### src/rtl/led_mode_ctrl_pkg.sv
// Shared LED definitions: pattern codes seen by the LED driver and the
// mode controller's state encodings.
package led_mode_ctrl_pkg;

  localparam logic [2:0] MODE_HOLD = 3'h0;
  localparam logic [2:0] MODE_FAST = 3'h1;
  localparam logic [2:0] MODE_SLOW = 3'h2;
  localparam logic [2:0] MODE_ON   = 3'h3;

  localparam logic [1:0] ST_IDLE    = 2'd0;
  localparam logic [1:0] ST_SUCCESS = 2'd1;
  localparam logic [1:0] ST_FAIL    = 2'd2;
  localparam logic [1:0] ST_TEST    = 2'd3;

  localparam int TMR_W = 28;

  // MODE_HOLD is reserved for the driver and never produced here.
  function automatic logic [2:0] mode_of(input logic [1:0] st);
    case (st)
      ST_SUCCESS:       mode_of = MODE_SLOW;
      ST_FAIL, ST_TEST: mode_of = MODE_FAST;
      default:          mode_of = MODE_ON;
    endcase
  endfunction

endpackage

### src/rtl/led_mode_ctrl_key_debounce.sv
// Push-button front end: 2-flop synchronizer, stability debouncer and
// falling-edge detect producing a one-cycle press pulse.
module key_debounce #(
  parameter int DEB_CYCLES = 1000000
) (
  input  logic clk,
  input  logic rstn,
  input  logic key_n,
  output logic press
);

  localparam int DW = $clog2(DEB_CYCLES + 1);

  logic          s1, s2;
  logic          lvl, lvl_d;
  logic [DW-1:0] cnt;

  always_ff @(posedge clk or negedge rstn) begin
    if (!rstn) begin
      s1    <= 1'b1;
      s2    <= 1'b1;
      lvl   <= 1'b1;
      lvl_d <= 1'b1;
      cnt   <= '0;
    end else begin
      s1    <= key_n;
      s2    <= s1;
      lvl_d <= lvl;
      // any agreement with the accepted level restarts the stability window
      if (s2 == lvl) begin
        cnt <= '0;
      end else if (cnt == DW'(DEB_CYCLES - 1)) begin
        lvl <= s2;
        cnt <= '0;
      end else begin
        cnt <= cnt + 1'b1;
      end
    end
  end

  // key_n is active-low: only the accepted 1->0 step is a press
  assign press = lvl_d & ~lvl;

endmodule

### src/rtl/led_mode_ctrl.sv
// LED mode controller: purchase result / self-test indication FSM with a
// timed auto-return to idle and registered mode/busy outputs.
module led_mode_ctrl
  import led_mode_ctrl_pkg::*;
#(
  parameter int DEB_CYCLES  = 1000000,
  parameter int HOLD_CYCLES = 150000000
) (
  input  logic       clk,
  input  logic       rstn,
  input  logic       key_n,
  input  logic       buy_ok,
  input  logic       buy_fail,
  output logic [2:0] mode,
  output logic       busy
);

  logic             press;
  logic [1:0]       state, state_nxt;
  logic [TMR_W-1:0] timer;
  logic             tmr_clr;
  logic             showing;

  key_debounce #(.DEB_CYCLES(DEB_CYCLES)) u_key (
    .clk   (clk),
    .rstn  (rstn),
    .key_n (key_n),
    .press (press)
  );

  assign showing = (state == ST_SUCCESS) || (state == ST_FAIL);

  // priority: buy_fail > buy_ok > press > hold expiry, identical in every state
  always_comb begin
    state_nxt = state;
    tmr_clr   = 1'b0;
    if (buy_fail) begin
      state_nxt = ST_FAIL;
      tmr_clr   = 1'b1;
    end else if (buy_ok) begin
      state_nxt = ST_SUCCESS;
      tmr_clr   = 1'b1;
    end else if (press) begin
      state_nxt = (state == ST_IDLE) ? ST_TEST : ST_IDLE;
    end else if (showing && timer == TMR_W'(HOLD_CYCLES - 1)) begin
      state_nxt = ST_IDLE;
    end
  end

  always_ff @(posedge clk or negedge rstn) begin
    if (!rstn) begin
      state <= ST_IDLE;
      mode  <= MODE_ON;
      busy  <= 1'b0;
      timer <= '0;
    end else begin
      state <= state_nxt;
      mode  <= mode_of(state_nxt);
      busy  <= (state_nxt != ST_IDLE);
      if (tmr_clr)
        timer <= '0;
      else if (showing && timer != {TMR_W{1'b1}})
        timer <= timer + 1'b1;
    end
  end

endmodule

### config.mk
export PLATFORM = sky130hd
export DESIGN_NAME = led_mode_ctrl
export DESIGN_NICKNAME = d
export VERILOG_FILES = /design/src/rtl/led_mode_ctrl_pkg.sv /design/src/rtl/led_mode_ctrl_key_debounce.sv /design/src/rtl/led_mode_ctrl.sv
export SDC_FILE = /design/constraint.sdc
export NUM_CORES = 1
export LEC_CHECK = 0
export CORE_UTILIZATION = 55
export CTS_CLUSTER_DIAMETER = 100
export CTS_CLUSTER_SIZE = 14
export DETAILED_ROUTE_END_ITERATION = 7
export HOLD_SLACK_MARGIN = 0.03
export PLACE_DENSITY = 0.72
export SKIP_LAST_GASP = 1
export SYNTH_ARGS = -nofsm -noshare
export SYNTH_HDL_FRONTEND = slang
export SYNTH_HIERARCHICAL = 1
export SYNTH_SLANG_ARGS = --single-unit
### constraint.sdc
create_clock -name clk -period 1.88 [get_ports clk]
set_input_delay 0.282 -clock clk [delete_from_list [all_inputs] [get_ports clk]]
set_output_delay 0.282 -clock clk [all_outputs]
set_load 0.05 [all_outputs]
Yosys cells after proc, flatten, opt, wreduce, memory -nomap -nowiden
Index checks and enable logic that the tools add are counted.
{ "totals": {"in_bits": 5, "wordCells": 43, "output_inout_bits": 4, "regBits": 58} }
{ "classes": {"n_bitwise": 3, "n_addsub": 2, "reduce_logical": 8, "n_eq_ne": 9, "mux": 12} }
{ "ops": {"columns": ["op", "count"], "rows": [
  ["$mux W28", 2],
  ["$mux W20", 2],
  ["$add A28 B1 Y28 const B", 1],
  ["$eq A28 B28 Y1 const B", 1],
  ["$ne A28 B28 Y1 const B", 1],
  ["$add A20 B1 Y20 const B", 1],
  ["$eq A20 B20 Y1 const B", 1],
  ["$mux W2", 5],
  ["$eq A2 B2 Y1 const B", 3],
  ["$eq A2 B1 Y1 const B", 2],
  ["$pmux W2 S2", 1],
  ["$reduce_bool A2 Y1", 2],
  ["$logic_and A1 B1 Y1", 2],
  ["$logic_not A2 Y1", 1],
  ["$mux W1", 2],
  ["$not A1 Y1", 2],
  ["$reduce_and A2 Y1", 1],
  ["$reduce_or A2 Y1", 1],
  ["$and A1 B1 Y1", 1],
  ["$eq A1 B1 Y1", 1],
  ["$logic_or A1 B1 Y1", 1]
]} }

Logic depth before layout (Yosys ltp)
{ "logic_depth": {"ltp_word": 10, "ltp_mapped": 7, "mapped_depth_nobuf": 7} }

By module
Netlist, hierarchy kept.
{ "modules_own_cells": {"columns": ["mod", "area_per_inst_um2", "cells_per_inst", "instances", "seq_area_each_um2"], "rows": [
  ["led_mode_ctrl", 2013.2, 198, 1, 828.3],
  ["key_debounce", 1151.1, 110, 1, 605.6]
]} }

Least setup slack after synthesis
OpenSTA, ideal clock, no wires.
{ "synth_timing": {"path_type": "register to register", "startpoint": "register timer[0]", "endpoint": "register timer[15]", "path_stages_with_launch": 8, "setup_ns": 0.120, "period_less_slack_ns": 1.951, "required_time_ns": 1.760, "t_arrival_ns": 1.830, "n_path_buf": 1, "setup_slack_ns": -0.071, "cell_sequence": "dfrtp_1 > ha_1 > and3_1 > and3_1 > buf_2 > a311oi_4 > a31oi_1 > a41o_1"} }
{ "synth_between": {"elab_chain_len": 3, "word_cells_on_any_way": 6, "classes_between": "add/sub: 1; eq/ne: 1; mux: 2; reduce/logical: 2"} }
{ "synth_lines": {"columns": ["element", "line", "source"], "rows": [
  ["start: declaration", "led_mode_ctrl.sv:20", "logic [TMR_W-1:0] timer;"],
  ["start signal: assignment", "led_mode_ctrl.sv:63", "timer <= timer + 1'b1;"],
  ["$add A28 B1 Y28 / $ne A28 B28 Y1 (equally long branches)", "led_mode_ctrl.sv:63, led_mode_ctrl.sv:62", null],
  ["$mux W28 / $logic_and A1 B1 Y1 (equally long branches)", "led_mode_ctrl.sv:62", "else if (showing && timer != {TMR_W{1'b1}})"],
  ["$mux W28 / $reduce_bool A2 Y1 (equally long branches)", null, null]
]} }
Parallel ways exist; a longest one is shown, timed or not. The select of a mux whose other input is x is not followed.
A chain may end at the register's enable or synchronous reset.

Final worst setup path
{ "layout_timing": {"startpoint": "register timer[24]", "endpoint": "register state[1]"} }
{ "layout_between": {"elab_chain_len": 6} }
{ "layout_lines": {"columns": ["element", "line", "source"], "rows": [
  ["$eq A28 B28 Y1", "led_mode_ctrl.sv:45", "end else if (showing && timer == TMR_W'(HOLD_CYCLES - 1)) begin"],
  ["$logic_and A1 B1 Y1", "led_mode_ctrl.sv:45", null],
  ["$mux W2", "led_mode_ctrl.sv:45", null],
  ["$mux W2", "led_mode_ctrl.sv:43", "end else if (press) begin"],
  ["$mux W2", "led_mode_ctrl.sv:40", "end else if (buy_ok) begin"],
  ["$mux W2", "led_mode_ctrl.sv:37", "if (buy_fail) begin"],
  ["via state_nxt[1]", "led_mode_ctrl.sv:19", "logic [1:0] state, state_nxt;"],
  ["end signal: assignment", "led_mode_ctrl.sv:57", "state <= state_nxt;"],
  ["end: declaration", "led_mode_ctrl.sv:19", null]
]} }
The timed path passes the listed nets, and every way through them passes these cells.

==> metrics <==
GRT Overall Usage 25.8%; DRT Wirelength 6.92 mm; RSZ-0062 raised after global routing true; Data arrival, critical path 2070 ps; maximum clock path buffer count 2; Crit Path Max Fanout 5; core area 5540 um2; Area growth syn-to-layout 21.9%; flops & latches, synth 57; # IOs 9; Setup Skew 10.2 ps; DR pass1 iterations 4; Yosys warning count 6; CTS tree yes; Via density 5.73; Post-Place Worst Slack -31.2 ps; Final Max Slew Viols 0; Synth Instances 308; Tcrit/Tclk final 99.1%; clock latency on the worst-skew pair 330 ps; worst-margin pin slew 537 ps; H-tree levels 3; vias in the first global route 2,453; die footprint 6060 um2; post-synthesis net count 316; Fill cells 426; HPWL Detailed 4.74 mm; Synth Area per Inst 10.3 um2; Startpoint Class flip-flop; FF-to-FF path depth 5; Num CTS Buffers 9; first-pass GRT wire length 11.8 mm; Sink Count 57; hold depth 1; Setup Viol. Count Final 0; # port buffers 7; status finished clean; share of the synthesized area in the top cell type 40.3%; grt total ovfl 0; PwrDens 625 nW/um2; final worst path period need 1860 ps; num rows 27; relative max-transition margin 63.7%; initial antenna violation count 0; HP Start key_n; synth top area cells dfrtp_1, xnor2_1, nor2_1; setup slack after layout 17.4 ps; Die H 77.9 um; Static Leak 0.00159 uW; DR WL/cell 15.8 um; most common flop cell mapped by yosys dfrtp_1; Async SR Flop Fraction 100%; MaxCap Viol Count 0; WS Path Type flip-flop to flip-flop; Initial Util 57.1%; largest net degree at the start of global routing 34; Seq/Total Area, Yosys 45.3%; crit end category flip-flop; clock-pin slew on the worst setup and hold paths 70 ps; peak supply drop 0.512 mV; final hold vios 0; Final Total Pwr 2410 uW; fmax 0.537 GHz; layout cells sized above 1 26.8%; Antenna Nets Post-Route 0; ANT cells 0; Post-Syn Area 3160 um2; gp weighted congestion 0.882; Worst EP required 2090 ps; Distinct cells, synth 54; EDFF count, synth 0; beginning of the critical path timer[24]; die width 77.9 um; Synth area leader dfrtp_1; worst reg2reg startpoint timer[24]; Layout Nets 368; Clock Tree Root clkbuf_8; DRC violations left 0; Hold Path Class input pin to flip-flop; via count 2,504; initial drt markers 205
state kept, by name, indices dropped and copies added, names as in the netlist:
name         cells
timer           28
u_key/cnt       20
mode             2
state            2
busy             1
u_key/lvl        1
u_key/lvl_d      1
u_key/s1         1
u_key/s2         1
cells by family (layout without fill, tap and decap cells):
| family | count (synthesis) | after routing | synth area share, % |
|---|---|---|---|
| compound gates | 35 | 35 | 10.6 |
| xor+xnor | 36 | 36 | 9.96 |
| fa+ha+maj | 3 | 3 | 1.19 |
| buf+inv | 23 | 80 | 3.87 |
| flops | 57 | 57 | 45.3 |
| mux | 5 | 5 | 1.62 |
| other cells | 1 | 1 | 0.119 |
| simple gates | 148 | 148 | 27.3 |
critical path, stage by stage, from the launching register on:
cell and delay [ps]:
dfrtp_1 420, nor4b_1 540, and4_1 340, a31oi_4 110
a311oi_2 290, inv_2 60
area by class of cell:
type | count | area (um2) | area share, %
flip-flops and latches | 57 | 1430 | 37.2
multi-input cells | 228 | 1690 | 43.8
inverters | 12 | 45.0 | 1.17
clock buffers | 16 | 160 | 4.15
well taps | 72 | 90.1 | 2.34
repair buffers | 52 | 438 | 11.4
repair_timing:
action / CTS / global route
hold endpoints to repair: 51 / 0
setup buffers: 0 / 8
hold buffers: 1 / 0
gates resized for setup: 2 / 14
endpoints found under the setup margin: 4 / 26
pin swaps: 1 / 8
worst paths after layout:
path,endpoint,slack [ps]
max in group asynchronous,mode[1],1020
hold reg to reg,u_key/s2,360
min in group asynchronous,u_key/cnt[13],470
hold / removal,u_key/s1,360
setup / recovery,state[1],20
setup reg to reg,state[1],20
synth_stat cells, types with 3 or more instances:
library cell	count
mux2i_1	4
buf_6	3
nand3_1	16
dfrtp_1	51
clkbuf_1	3
and2_1	4
xnor2_1	25
nand4_1	10
o21ai_0	4
and4_1	8
or3_1	4
nor4_1	5
nor3_1	8
nor4b_1	3
a21oi_1	4
dfstp_2	6
inv_1	11
buf_4	3
xor2_1	11
and3_1	8
a31oi_1	9
nand2_1	21
ha_1	3
nor2_1	45
per-stage QoR:
step / cells / hold slack [ps] / utilization [%] / cell area (um2) / TNS (ps)
after floorplan: 308 / -13.6 / - / 3160 / 0
after global placement: 412 / 290 / 64.0 / 3540 / 0
final: 437 / 363 / 69.6 / 3860 / 0
after global routing: 437 / 349 / 69.6 / 3860 / -63.8
after detailed placement: 412 / 303 / 64.0 / 3540 / -50.6
after CTS: 429 / 361 / 67.4 / 3730 / -27.1
layer usage:
layer	wire length [um]	track usage (%)	vias to the layer above
met2	3240	39.7	45
met5	0	0	-
met4	100	9.62	0
met1	3320	34.2	1219
li1	-	-	1228
met3	257	7.88	12
cell usage in the layout (no fill, tap or decap), types with 6 or more instances in the layout:
cell      count
buf_4        43
dfstp_2       6
xor2_1       11
nor3_1        8
nand3_1      16
dfrtp_1      51
nand2_1      21
xnor2_1      25
clkbuf_1      6
nor2_1       44
clkbuf_8     10
nand4_1      10
a31oi_1       8
inv_1        11
and3_1        7
report_power, final:
| part | total (uW) | internal [uW] | switching, uW |
|---|---|---|---|
| Sequential | 1260 | 1250 | 12.0 |
| Clock | 965 | 518 | 447 |
| Combinational | 187 | 71.5 | 115 |
| Total | 2410 | 1840 | 574 |
No activity file was read; power rests on OpenSTA's default activity.
